## src/rtl/screen_pkg.sv

```systemverilog
// Shared screen geometry, pixel format and scroll FSM encoding for the
// scrolling pixel generator.
package screen_pkg;

  localparam int IMG_W  = 320;
  localparam int IMG_H  = 240;
  localparam int ADDR_W = 17;
  localparam int PIX_W  = 12;
  localparam int OFS_W  = 9;

  localparam logic [PIX_W-1:0] BORDER_COLOR = 12'hFFF;

  typedef enum logic {
    IDLE = 1'b0,
    PEND = 1'b1
  } scroll_state_t;

endpackage

```

## src/rtl/scroll_offset_ctrl.sv

```systemverilog
// Scroll request FSM and horizontal offset register; a pending request is
// applied only on frame_start so the offset stays constant across a frame.
module scroll_offset_ctrl
  import screen_pkg::*;
(
  input  logic             clk,
  input  logic             rst,
  input  logic             frame_start,
  input  logic             scroll_tick,
  input  logic             scroll_en,
  input  logic             scroll_dir,
  output logic [OFS_W-1:0] offset
);

  scroll_state_t state;
  scroll_state_t state_next;
  logic          step;

  always_ff @(posedge clk) begin
    if (rst) begin
      state <= IDLE;
    end else begin
      state <= state_next;
    end
  end

  // A tick landing on the frame that consumes a request re-arms PEND.
  always_comb begin
    state_next = state;
    if (!scroll_en) begin
      state_next = IDLE;
    end else begin
      case (state)
        IDLE: if (scroll_tick) state_next = PEND;
        PEND: if (frame_start && !scroll_tick) state_next = IDLE;
        default: state_next = IDLE;
      endcase
    end
  end

  always_comb begin
    step = scroll_en && (state == PEND) && frame_start;
  end

  always_ff @(posedge clk) begin
    if (rst) begin
      offset <= '0;
    end else if (step) begin
      if (scroll_dir) begin
        offset <= (offset == '0) ? OFS_W'(IMG_W - 1) : offset - OFS_W'(1);
      end else begin
        offset <= (offset == OFS_W'(IMG_W - 1)) ? '0 : offset + OFS_W'(1);
      end
    end
  end

endmodule

```

## src/rtl/scroll_pixel_gen.sv

```systemverilog
// 2x-upscaled, horizontally scrolling 320x240 image source with 2-cycle latency.
// Optional screen-fixed white border: define SCROLL_PIXEL_BORDER_EN.
module scroll_pixel_gen
  import screen_pkg::*;
(
  input  logic              clk,
  input  logic              rst,
  input  logic [9:0]        h_cnt,
  input  logic [9:0]        v_cnt,
  input  logic              valid,
  input  logic              scroll_tick,
  input  logic              scroll_en,
  input  logic              scroll_dir,
  input  logic [PIX_W-1:0]  mem_data,
  output logic [ADDR_W-1:0] pixel_addr,
  output logic [PIX_W-1:0]  pixel,
  output logic              pixel_valid,
  output logic [OFS_W-1:0]  offset
);

  logic [8:0]        src_x;
  logic [8:0]        src_y;
  logic              unused_lsb;
  logic              frame_start;
  logic [9:0]        col_sum;
  logic [8:0]        col;
  logic [ADDR_W-1:0] addr_next;
  logic              valid_d1;

  assign src_x       = h_cnt[9:1];
  assign src_y       = v_cnt[9:1];
  assign unused_lsb  = h_cnt[0] ^ v_cnt[0];
  assign frame_start = valid && (h_cnt == 10'd0) && (v_cnt == 10'd0);

  scroll_offset_ctrl u_offset_ctrl (
    .clk         (clk),
    .rst         (rst),
    .frame_start (frame_start),
    .scroll_tick (scroll_tick),
    .scroll_en   (scroll_en),
    .scroll_dir  (scroll_dir),
    .offset      (offset)
  );

  // Column wraps with a single conditional subtract since both terms are < 320.
  always_comb begin
    col_sum   = {1'b0, src_x} + {1'b0, offset};
    col       = col_sum[8:0];
    if (col_sum >= 10'(IMG_W)) begin
      col = 9'(col_sum - 10'(IMG_W));
    end
    addr_next = ({8'd0, src_y} << 8) + ({8'd0, src_y} << 6) + {8'd0, col};
  end

  always_ff @(posedge clk) begin
    if (rst) begin
      pixel_addr  <= '0;
      valid_d1    <= 1'b0;
      pixel_valid <= 1'b0;
    end else begin
      pixel_addr  <= addr_next;
      valid_d1    <= valid;
      pixel_valid <= valid_d1;
    end
  end

`ifdef SCROLL_PIXEL_BORDER_EN
  logic border_d1;

  always_ff @(posedge clk) begin
    if (rst) begin
      border_d1 <= 1'b0;
    end else begin
      border_d1 <= (src_x == 9'd0) || (src_x == 9'(IMG_W - 1)) ||
                   (src_y == 9'd0) || (src_y == 9'(IMG_H - 1));
    end
  end

  always_ff @(posedge clk) begin
    if (rst) begin
      pixel <= '0;
    end else if (valid_d1) begin
      pixel <= border_d1 ? BORDER_COLOR : mem_data;
    end else begin
      pixel <= '0;
    end
  end
`else
  always_ff @(posedge clk) begin
    if (rst) begin
      pixel <= '0;
    end else begin
      pixel <= valid_d1 ? mem_data : '0;
    end
  end
`endif

endmodule

```

## config.mk

```make
export PLATFORM = sky130hd
export DESIGN_NAME = scroll_pixel_gen
export DESIGN_NICKNAME = d
export VERILOG_FILES = /design/src/rtl/screen_pkg.sv /design/src/rtl/scroll_offset_ctrl.sv /design/src/rtl/scroll_pixel_gen.sv
export SDC_FILE = /design/constraint.sdc
export NUM_CORES = 1
export LEC_CHECK = 0
export ABC_AREA = 1
export CAP_MARGIN = 10
export CORE_MARGIN = 5
export CORE_UTILIZATION = 52
export DETAILED_ROUTE_END_ITERATION = 16
export MAX_ROUTING_LAYER = met4
export PLACE_DENSITY = 0.87
export SETUP_SLACK_MARGIN = 0.1
export SYNTH_ARGS = -nofsm -noshare
export SYNTH_HDL_FRONTEND = slang
export SYNTH_SLANG_ARGS = --single-unit
```

## constraint.sdc

```tcl
create_clock -name clk -period 12.5 [get_ports clk]
set_input_delay 2.5 -clock clk [delete_from_list [all_inputs] [get_ports clk]]
set_output_delay 2.5 -clock clk [all_outputs]
set_load 0.05 [all_outputs]
```

After elaboration in Yosys (flattened, before gate mapping)
Cells that the tools add are included.

Register bits: 41. Output and inout bits: 39. Bits of input ports: 38. Logic and storage cells: 35.

$add $sub $neg: 6. Eq/ne operators: 1. $lt $le $gt $ge: 1. Multiplexer cells: 7. Bitwise gates (word level): 3. Reductions and logical operators: 11.

Operators with widths (number): $mux W9 (4); $logic_not A10 Y1 (2); $add A17 B15 Y17 (1); $add A17 B9 Y17 (1); $add A9 B9 Y10 (1); $ge A10 B9 Y1 const B (1); $add A9 B1 Y9 const B (1); $eq A9 B9 Y1 const B (1); $logic_not A9 Y1 (1); $sub A9 B1 Y9 const B (1); $sub A9 B9 Y9 const B (1); $logic_and A1 B1 Y1 (5); $reduce_or A2 Y1 (2); $not A1 Y1 (3); $mux W1 (2); $pmux W1 S2 (1); $logic_not A1 Y1 (1).

Longest topological paths before layout
Gate-level depths: netlist of run 1.

Depth after elaboration: 6. Gate-level depth with buffers: 29. Gate-level depth less buffers: 29.

Cells and area by module
From an unflattened synthesis of run 1, not the netlist that was laid out.

Cells, all modules: 420. Area, all modules: 2802.7 sq um.

By module, submodules not included: scroll_pixel_gen (times used 1, cells each 275, sequential area each 620.6 sq um, area an instance 1971.9 sq um); scroll_offset_ctrl (times used 1, cells each 145, sequential area each 200.2 sq um, area an instance 830.8 sq um).

Least setup slack after synthesis of run 1
No wires, ideal clock.

Kind: input -> register. Start point: in h_cnt[1]. End point: reg pixel_addr[13]. Stages: 24. Arrival time: 5.673 ns. Data required time: 12.378 ns. Library setup time: 0.122 ns. Buffers on the path: 0. Path slack: 6.705 ns. Cells stage by stage: ha_1 -> fa_1 -> nand3_1 -> nand3_1 -> nand3_1 -> nand3_1 -> xor2_2 -> ha_1 -> nand3_1 -> nor2_1 -> nand3_1 -> nor2_1 -> nand2_1 -> nand3_1 -> nand2_1 -> ha_1 -> ha_1 -> fa_1 -> nand3_1 -> nand2_1 -> nand2_1 -> nand2_1 -> o21ai_0 -> a21oi_1.

Cells in the longest elaborated chain, start to end: 4. Elaborated cells between the ends (all ways): 5. Classes of those cells: add/sub (3); order compare (1); mux (1).

RTL lines: start, declared (line scroll_pixel_gen.sv:8) `input logic [9:0] h_cnt,`; $add A9 B9 Y10 * (line scroll_pixel_gen.sv:47) `col_sum = {1'b0, src_x} + {1'b0, offset};`; $sub A9 B9 Y9 or $ge A10 B9 Y1 (tied branches) (line scroll_pixel_gen.sv:50, scroll_pixel_gen.sv:49); $mux W9 * (line scroll_pixel_gen.sv:49) `if (col_sum >= 10'(IMG_W)) begin`; $add A17 B9 Y17 * (line scroll_pixel_gen.sv:52) `addr_next = ({8'd0, src_y} << 8) + ({8'd0, src_y} << 6) + {8'd0, col};`; end signal, assigned (line scroll_pixel_gen.sv:61) `pixel_addr <= addr_next;`; end, declared (line scroll_pixel_gen.sv:15) `output logic [ADDR_W-1:0] pixel_addr,`.

Mark *: on every way between the ends. The rest lies on a longest branch, timed or not. A chain may end at the register's enable or synchronous reset.

Worst setup path in the final report of run 1
Start point: in h_cnt[1]. End point: reg pixel_addr[15].

Same word-level chain as after synthesis.

==> impl_results.md, run 1 <==
* Design Power at 0.370 mW
* Row cnt at 26
* CTS Buf Count at 5
* Fill cells at 431
* Drt via density at 5.05
* Setup_tns at 0 ns
* Compound-cell area share of the yosys netlist at 10.4%
* Post-Synth Simple-Gate Area at 31.2%
* Vias in the first global route at 2699
* Commonest non-fill, non-tap cell in the layout: nand2_1
* Critical Path RT at 12.70 ns
* Syn avg cell area at 6.94 sq um
* Largest area contributor in the netlist: dfxtp_1
* Routed Antenna Nets at 0
* LEAKAGE at 1.88 nW
* Routability Congestion at 0.929
* Synthesized area at 2780 sq um
* Synth Instances at 400
* Share of layout cells above drive strength 1 at 6.46%
* Largest net degree at the start of global routing at 17
* Drt first-iter violations at 124
* Drt drc at 0
* Pre-antenna DRT Iters at 6
* WL final at 7020 um
* Routed WL per cell at 12.8 um
* Hold Worst Slack at 0.511 ns
* Post-route minimum period at 6.25 ns
* Largest family of logic cells by synthesized area: simple AND/OR/NAND/NOR gates
* CP startpoint kind: input pin
* Max-slew headroom at 59.9%
* Worst vdd ir at 0.0000735 V
* Syn_nets at 471
* Final period utilization at 50.0%
* #FFs+latches synth at 41
* P per Cell Area at 99.1 nW/um^2
* Final Util at 72.7%
* Post-synthesis sequential area ratio at 29.6%
* Main area contributors after synthesis: dfxtp_1 30%, ha_1 14%, nand2_1 11%, inv_1 8.3%, nor2_1 8.1%
* RSZ-0062 raised after global routing: false
* Initial Util at 54.0%
* Total of warnings raised by yosys at 0
* Final #Nets at 550
* Hold-fix buffers, CTS at 0
* # setup viols final at 0
* Initial antenna violation count at 0
* CTS root buf: clkbuf_8
* Latest clock arrival within the worst-skew pair at 0.30 ns
* Worst Skew at 0.00682 ns
* Fmax at 0.160 GHz
* Pins Over Slew Limit at 0
* Final Hold Fails at 0
* Die Wd at 83.1 um
* Setup Buffers After CTS at 0
* Syn-to-layout area delta at 34.7%
* Critical path endpoint category: flop
* CTS tree: yes
* Remaining global-route overflow at 0
* Finished Layout Cells at 550
* Placement Setup Slack at 5.94 ns
* PortBufs at 76
* Worst EP arrival at 6.45 ns
* Deepest clock path buffer count at 2
* Setup CP Type: input pin to flop
* HPWL after DPL at 5840 um
* Max Fanout on Critical Path at 4
* Mux cell area share after synthesis at 0%
* Measured slew at the worst slew-check pin at 0.600 ns
* Adder-Cell Fraction of Synth Area at 15.7%
* Max cap viols at 0
* Yosys cell types at 34
* Cell area after layout at 3740 sq um
* Register area at 821 sq um
* Clock Sink Count at 41
* Multi-input gate area at 1680 sq um
* Top Ports at 77
* Worst min path class: flop to flop
* First-pass GRT wire length at 12300 um
* Die area at 6900 sq um
* Clock-pin slew on the worst setup and hold paths at 0.09 ns
* Placed insts at 542
* Top cell type's share of synthesized area at 29.6%
* CTS H-tree lvls at 2
* Via Count at 2775
* Most frequent cells in the layout: 78 x nand2_1, 76 x clkdlybuf4s50_1, 61 x inv_1
* Post-cts resize count at 0
* Core box area at 5140 sq um
* DIE HEIGHT at 83.1 um
* Placed Area at 3600 sq um
* Status: completed
* Antenna Diode Count at 0
* Overall Global Routing Usage at 21.8%
* XOR/XNOR Fraction of Synth Area at 3.43%
* Fin worst setup slack at 6.25 ns
-- power by group --
part	internal, mW	switching (mW)	leakage, nW
registers	0.138	0.00195	0.337
logic	0.0384	0.0616	1.48
clock network	0.0804	0.0497	0.0687
total	0.257	0.113	1.88
-- kinds of logic after synthesis --
kind of cell,Yosys count
xor gates and xnor gates,10
buffers and inverters,70
DFF,41
AOI/OAI and AO/OA,52
and+or+nand+nor,194
adders and majority gates,33
-- state kept, by name, indices dropped and copies added, names as in the netlist --
register / flops
u_offset_ctrl.offset: 9
pixel_addr: 17
pixel: 12
valid_d1: 1
u_offset_ctrl.state: 1
pixel_valid: 1
-- routing by layer --
| layer | vias to the layer above | part of all wire (%) | GRT usage [%] |
|---|---|---|---|
| li1 | 1434 | - | - |
| met1 | 1234 | 45 | 27.0 |
| met2 | 96 | 47 | 36.5 |
| met3 | 11 | 6.4 | 4.06 |
| met4 | 0 | 1.5 | 5.94 |
| met5 | - | 0 | - |
-- worst max-delay path, stage by stage --
cell,delay [ns]
clkdlybuf4s50_1,0.43
ha_1,0.24
fa_1,0.41
nand3_1,0.12
nand3_1,0.11
nand3_1,0.09
nand3_1,0.11
xor2_2,0.20
ha_1,0.18
nand3_1,0.07
nor2_1,0.10
nand3_1,0.08
nor2_1,0.09
nand2_1,0.09
nand3_1,0.09
nand2_1,0.06
ha_1,0.27
ha_1,0.24
fa_1,0.42
nand3_1,0.09
nand2_1,0.11
nand4_1,0.13
nand3_1,0.10
nand2_1,0.08
nor2_1,0.04
-- cell usage after synthesis --
master     count
a211oi_1       2
a21boi_0       1
a21o_1         1
a21oi_1       24
a21oi_2        3
and2_1         1
buf_6          1
clkbuf_1       3
dfxtp_1       41
fa_1           3
ha_1          30
inv_1         61
inv_2          5
nand2_1       78
nand2_2        2
nand3_1       30
nand3_2        3
nand3b_1       1
nand4_1        3
nand4_4        1
nor2_1        60
nor2_2         5
nor3_1         5
nor3_2         1
nor3_4         1
o2111ai_1      1
o21ai_0       16
o21ai_1        3
o21bai_1       1
or2_1          2
or2_2          1
xnor2_1        1
xor2_1         8
xor2_2         1
-- layout make-up --
| type | instances | share of cell area, % |
|---|---|---|
| clock buffers | 5 | 1.84 |
| flip-flops and latches | 41 | 22.0 |
| clock inverters | 3 | 1.84 |
| repair buffers | 76 | 20.3 |
| well taps | 70 | 2.34 |
| multi-input cells | 289 | 45.0 |
| inverters | 66 | 6.63 |
-- path summary, 6_finish.rpt --
check | start | slack, ns | cells past startpoint | endpoint
setup reg to reg | u_offset_ctrl.offset[0]$_SDFFE_PP0P_ | 8.47 | 24 | pixel_addr[15]$_SDFF_PP0_
setup / recovery | h_cnt[1] | 6.25 | 25 | pixel_addr[15]$_SDFF_PP0_
hold reg to reg | u_offset_ctrl.state$_SDFF_PP0_ | 0.51 | 2 | u_offset_ctrl.state$_SDFF_PP0_
hold / removal | u_offset_ctrl.state$_SDFF_PP0_ | 0.51 | 2 | u_offset_ctrl.state$_SDFF_PP0_
Power figures use the tool's default switching activity.
==> run 2, diff against run 1 <==
--- a/config.mk
+++ b/config.mk
@@ -8,10 +8,10 @@
 export ABC_AREA = 1
 export CAP_MARGIN = 10
 export CORE_MARGIN = 5
-export CORE_UTILIZATION = 52
+export CORE_UTILIZATION = 49
 export DETAILED_ROUTE_END_ITERATION = 16
 export MAX_ROUTING_LAYER = met4
-export PLACE_DENSITY = 0.87
+export PLACE_DENSITY = 0.82
 export SETUP_SLACK_MARGIN = 0.1
 export SYNTH_ARGS = -nofsm -noshare
 export SYNTH_HDL_FRONTEND = slang
==> constraint.sdc (replaced) <==
create_clock -name clk -period 6.5 [get_ports clk]
set_input_delay 1.3 -clock clk [delete_from_list [all_inputs] [get_ports clk]]
set_output_delay 1.3 -clock clk [all_outputs]
set_load 0.05 [all_outputs]
==> run 2 against run 1 <==
  * Largest cell class unchanged
  * Non-clock buffer count unchanged
  * Cell count increased by 0.36%
  * Sequential power rose by 92%
  * Wire length down 1.3%
  * Critical path type unchanged
  * Combinational power is 93% higher
  * Clock power up 60%
==> impl_results.md, run 2 (synthesized netlist as in run 1, its figures left out) <==
* Status: completed
* Worst min path class: flop to flop
* Post-cts resize count at 0 (unchanged)
* Vias in the first global route at 2664 (-1.3%)
* Design Power at 0.670 mW (+81%)
* HPWL after DPL at 5630 um (-3.6%)
* CP most frequent cell: nand3_1
* DIE HEIGHT at 85.3 um (+2.6%)
* Post-route minimum period at 5.13 ns
* Hold Crit Start: u_offset_ctrl.state$_SDFF_PP0_
* Final Util at 67.5% (-5.2 points)
* Max reg flops at 17 (unchanged)
* CTS H-tree lvls at 2 (unchanged)
* Initial Util at 50.4% (-3.6 points)
* Clock-pin slew on the worst setup and hold paths at 0.08 ns (about the same)
* Clock Sink Count at 41 (unchanged)
* CTS root buf: clkbuf_8
* Core box area at 5510 sq um (+7.1%)
* R2R cell count at 24 (unchanged)
* Pre-antenna DRT Iters at 4 (-2)
* Fmax at 0.195 GHz
* Final period utilization at 78.9%
* WL final at 6920 um (-1.3%)
* Syn-to-layout area delta at 34.0%
* Max cap viols at 0 (unchanged)
* Share of layout cells above drive strength 1 at 6.46% (unchanged)
* Critical Path RT at 6.69 ns (-6.01 ns)
* Measured slew at the worst slew-check pin at 0.588 ns (-0.0120 ns)
* Row cnt at 27 (+3.8%)
* Routed WL per cell at 12.5 um (-1.7%)
* Deepest clock path buffer count at 2 (unchanged)
* Worst Skew at 0.00718 ns (+0.000356 ns)
* Slowest CP cell: clkdlybuf4s50_1
* Top Registers: pixel_addr (17), pixel (12), u_offset_ctrl.offset (9)
* Routability Congestion at 0.939 (+1.1%)
* Antenna Diode Count at 0 (unchanged)
* Fin worst setup slack at 1.37 ns (-4.88 ns)
* Setup Buffers After CTS at 0 (unchanged)
* Drt via density at 5.00 (-0.90%)
* Commonest non-fill, non-tap cell in the layout: nand2_1
* Worst EP arrival at 5.31 ns (-1.14 ns)
* Final Hold Fails at 0 (unchanged)
* Worst hold endpoint: u_offset_ctrl.state$_SDFF_PP0_
* Drt drc at 0 (unchanged)
* Die Wd at 85.3 um (+2.6%)
* Placement Setup Slack at 1.06 ns (-4.89 ns)
* Worst reg2reg startpoint: u_offset_ctrl.offset[0]$_SDFFE_PP0P_
* Most frequent cells in the layout: 78 x nand2_1, 76 x clkdlybuf4s50_1, 61 x inv_1
* CTS tree: yes
* First-pass GRT wire length at 11600 um (-5.1%)
* Remaining global-route overflow at 0 (unchanged)
* Top Ports at 77 (unchanged)
* Critical path endpoint category: flop
* R2R setup slack at 2.38 ns (-6.09 ns)
* PortBufs at 76 (unchanged)
* # setup viols final at 0 (unchanged)
* Pins Over Slew Limit at 0 (unchanged)
* Die area at 7270 sq um (+5.4%)
* Worst vdd ir at 0.000107 V (+46%)
* Hold path cells at 2 (unchanged)
* Via Count at 2760 (-0.54%)
* Final #Nets at 550 (unchanged)
* Overall Global Routing Usage at 19.9% (-1.9 points)
* Max-slew headroom at 60.7% (+0.80 points)
* Drt first-iter violations at 128 (+3.2%)
* P per Cell Area at 180 nW/um^2 (+82%)
* Setup CP Type: input pin to flop
* LEAKAGE at 1.87 nW (-0.76%)
* RSZ-0062 raised after global routing: false
* Largest net degree at the start of global routing at 17 (unchanged)
* Max Fanout on Critical Path at 4 (unchanged)
* CP startpoint kind: input pin
* Latest clock arrival within the worst-skew pair at 0.30 ns (about the same)
* CTS Buf Count at 5 (unchanged)
* Initial antenna violation count at 0 (unchanged)
* Hold-fix buffers, CTS at 0 (unchanged)
* Reg with most FFs: pixel_addr
* CP peak stage delay at 0.42 ns (about the same)
* Routed Antenna Nets at 0 (unchanged)
* Reg2reg end: pixel_addr[13]$_SDFF_PP0_
* Setup_tns at 0 ns (unchanged)
## run 2: how the worst max path moves through the flow
stage | startpoint | to | slack [ns] | cells past startpoint
5_1_grt | h_cnt[1] | pixel_addr[13]$_SDFF_PP0_ | 1.02 | 25
3_5_place_dp | h_cnt[1] | pixel_addr[13]$_SDFF_PP0_ | 1.06 | 25
4_1_cts | h_cnt[1] | pixel_addr[13]$_SDFF_PP0_ | 1.37 | 25
3_3_place_gp | h_cnt[1] | pixel_addr[13]$_SDFF_PP0_ | 1.29 | 25
2_1_floorplan | h_cnt[1] | pixel_addr[13]$_SDFF_PP0_ | 1.91 | 24
6_report | h_cnt[1] | pixel_addr[13]$_SDFF_PP0_ | 1.37 | 25
## run 2: layout make-up
type / instances / area (sq um)
fillers: 479 / 1790
multi-input cells: 289 / 1680
flip-flops and latches: 41 / 821
repair buffers: 76 / 761
inverters: 66 / 248
well taps: 72 / 90.1
clock buffers: 5 / 68.8
clock inverters: 3 / 46.3
## run 2: worst max-delay path, delay by kind of cell
family | cells | cell delay (ns)
fa+ha+maj | 6 | 1.79
simple gates | 15 | 1.40
xor+xnor | 1 | 0.20
buf+inv | 1 | 0.42
compound gates | 2 | 0.20
## run 2: per-layer routing
layer	vias to the layer above	GRT usage [%]	wire, um
li1	1429	-	-
met1	1226	23.8	3120
met2	93	33.8	3240
met3	12	4.08	448
met4	0	5.61	117
met5	-	-	0
## run 2: power breakdown
group          internal, mW  switching, mW  leakage [nW]
Sequential            0.266        0.00328         0.337
Clock                 0.115         0.0930        0.0543
Combinational        0.0740          0.119          1.48
Total                 0.455          0.215          1.87
## run 2: through the flow
step	hold slack (ns)	cells	cell area (sq um)
3_5_place_dp	0.482	544	3600
2_1_floorplan	0.456	400	2780
6_report	0.501	552	3720
4_1_cts	0.503	552	3720
5_1_grt	0.524	552	3720
3_3_place_gp	0.468	544	3600
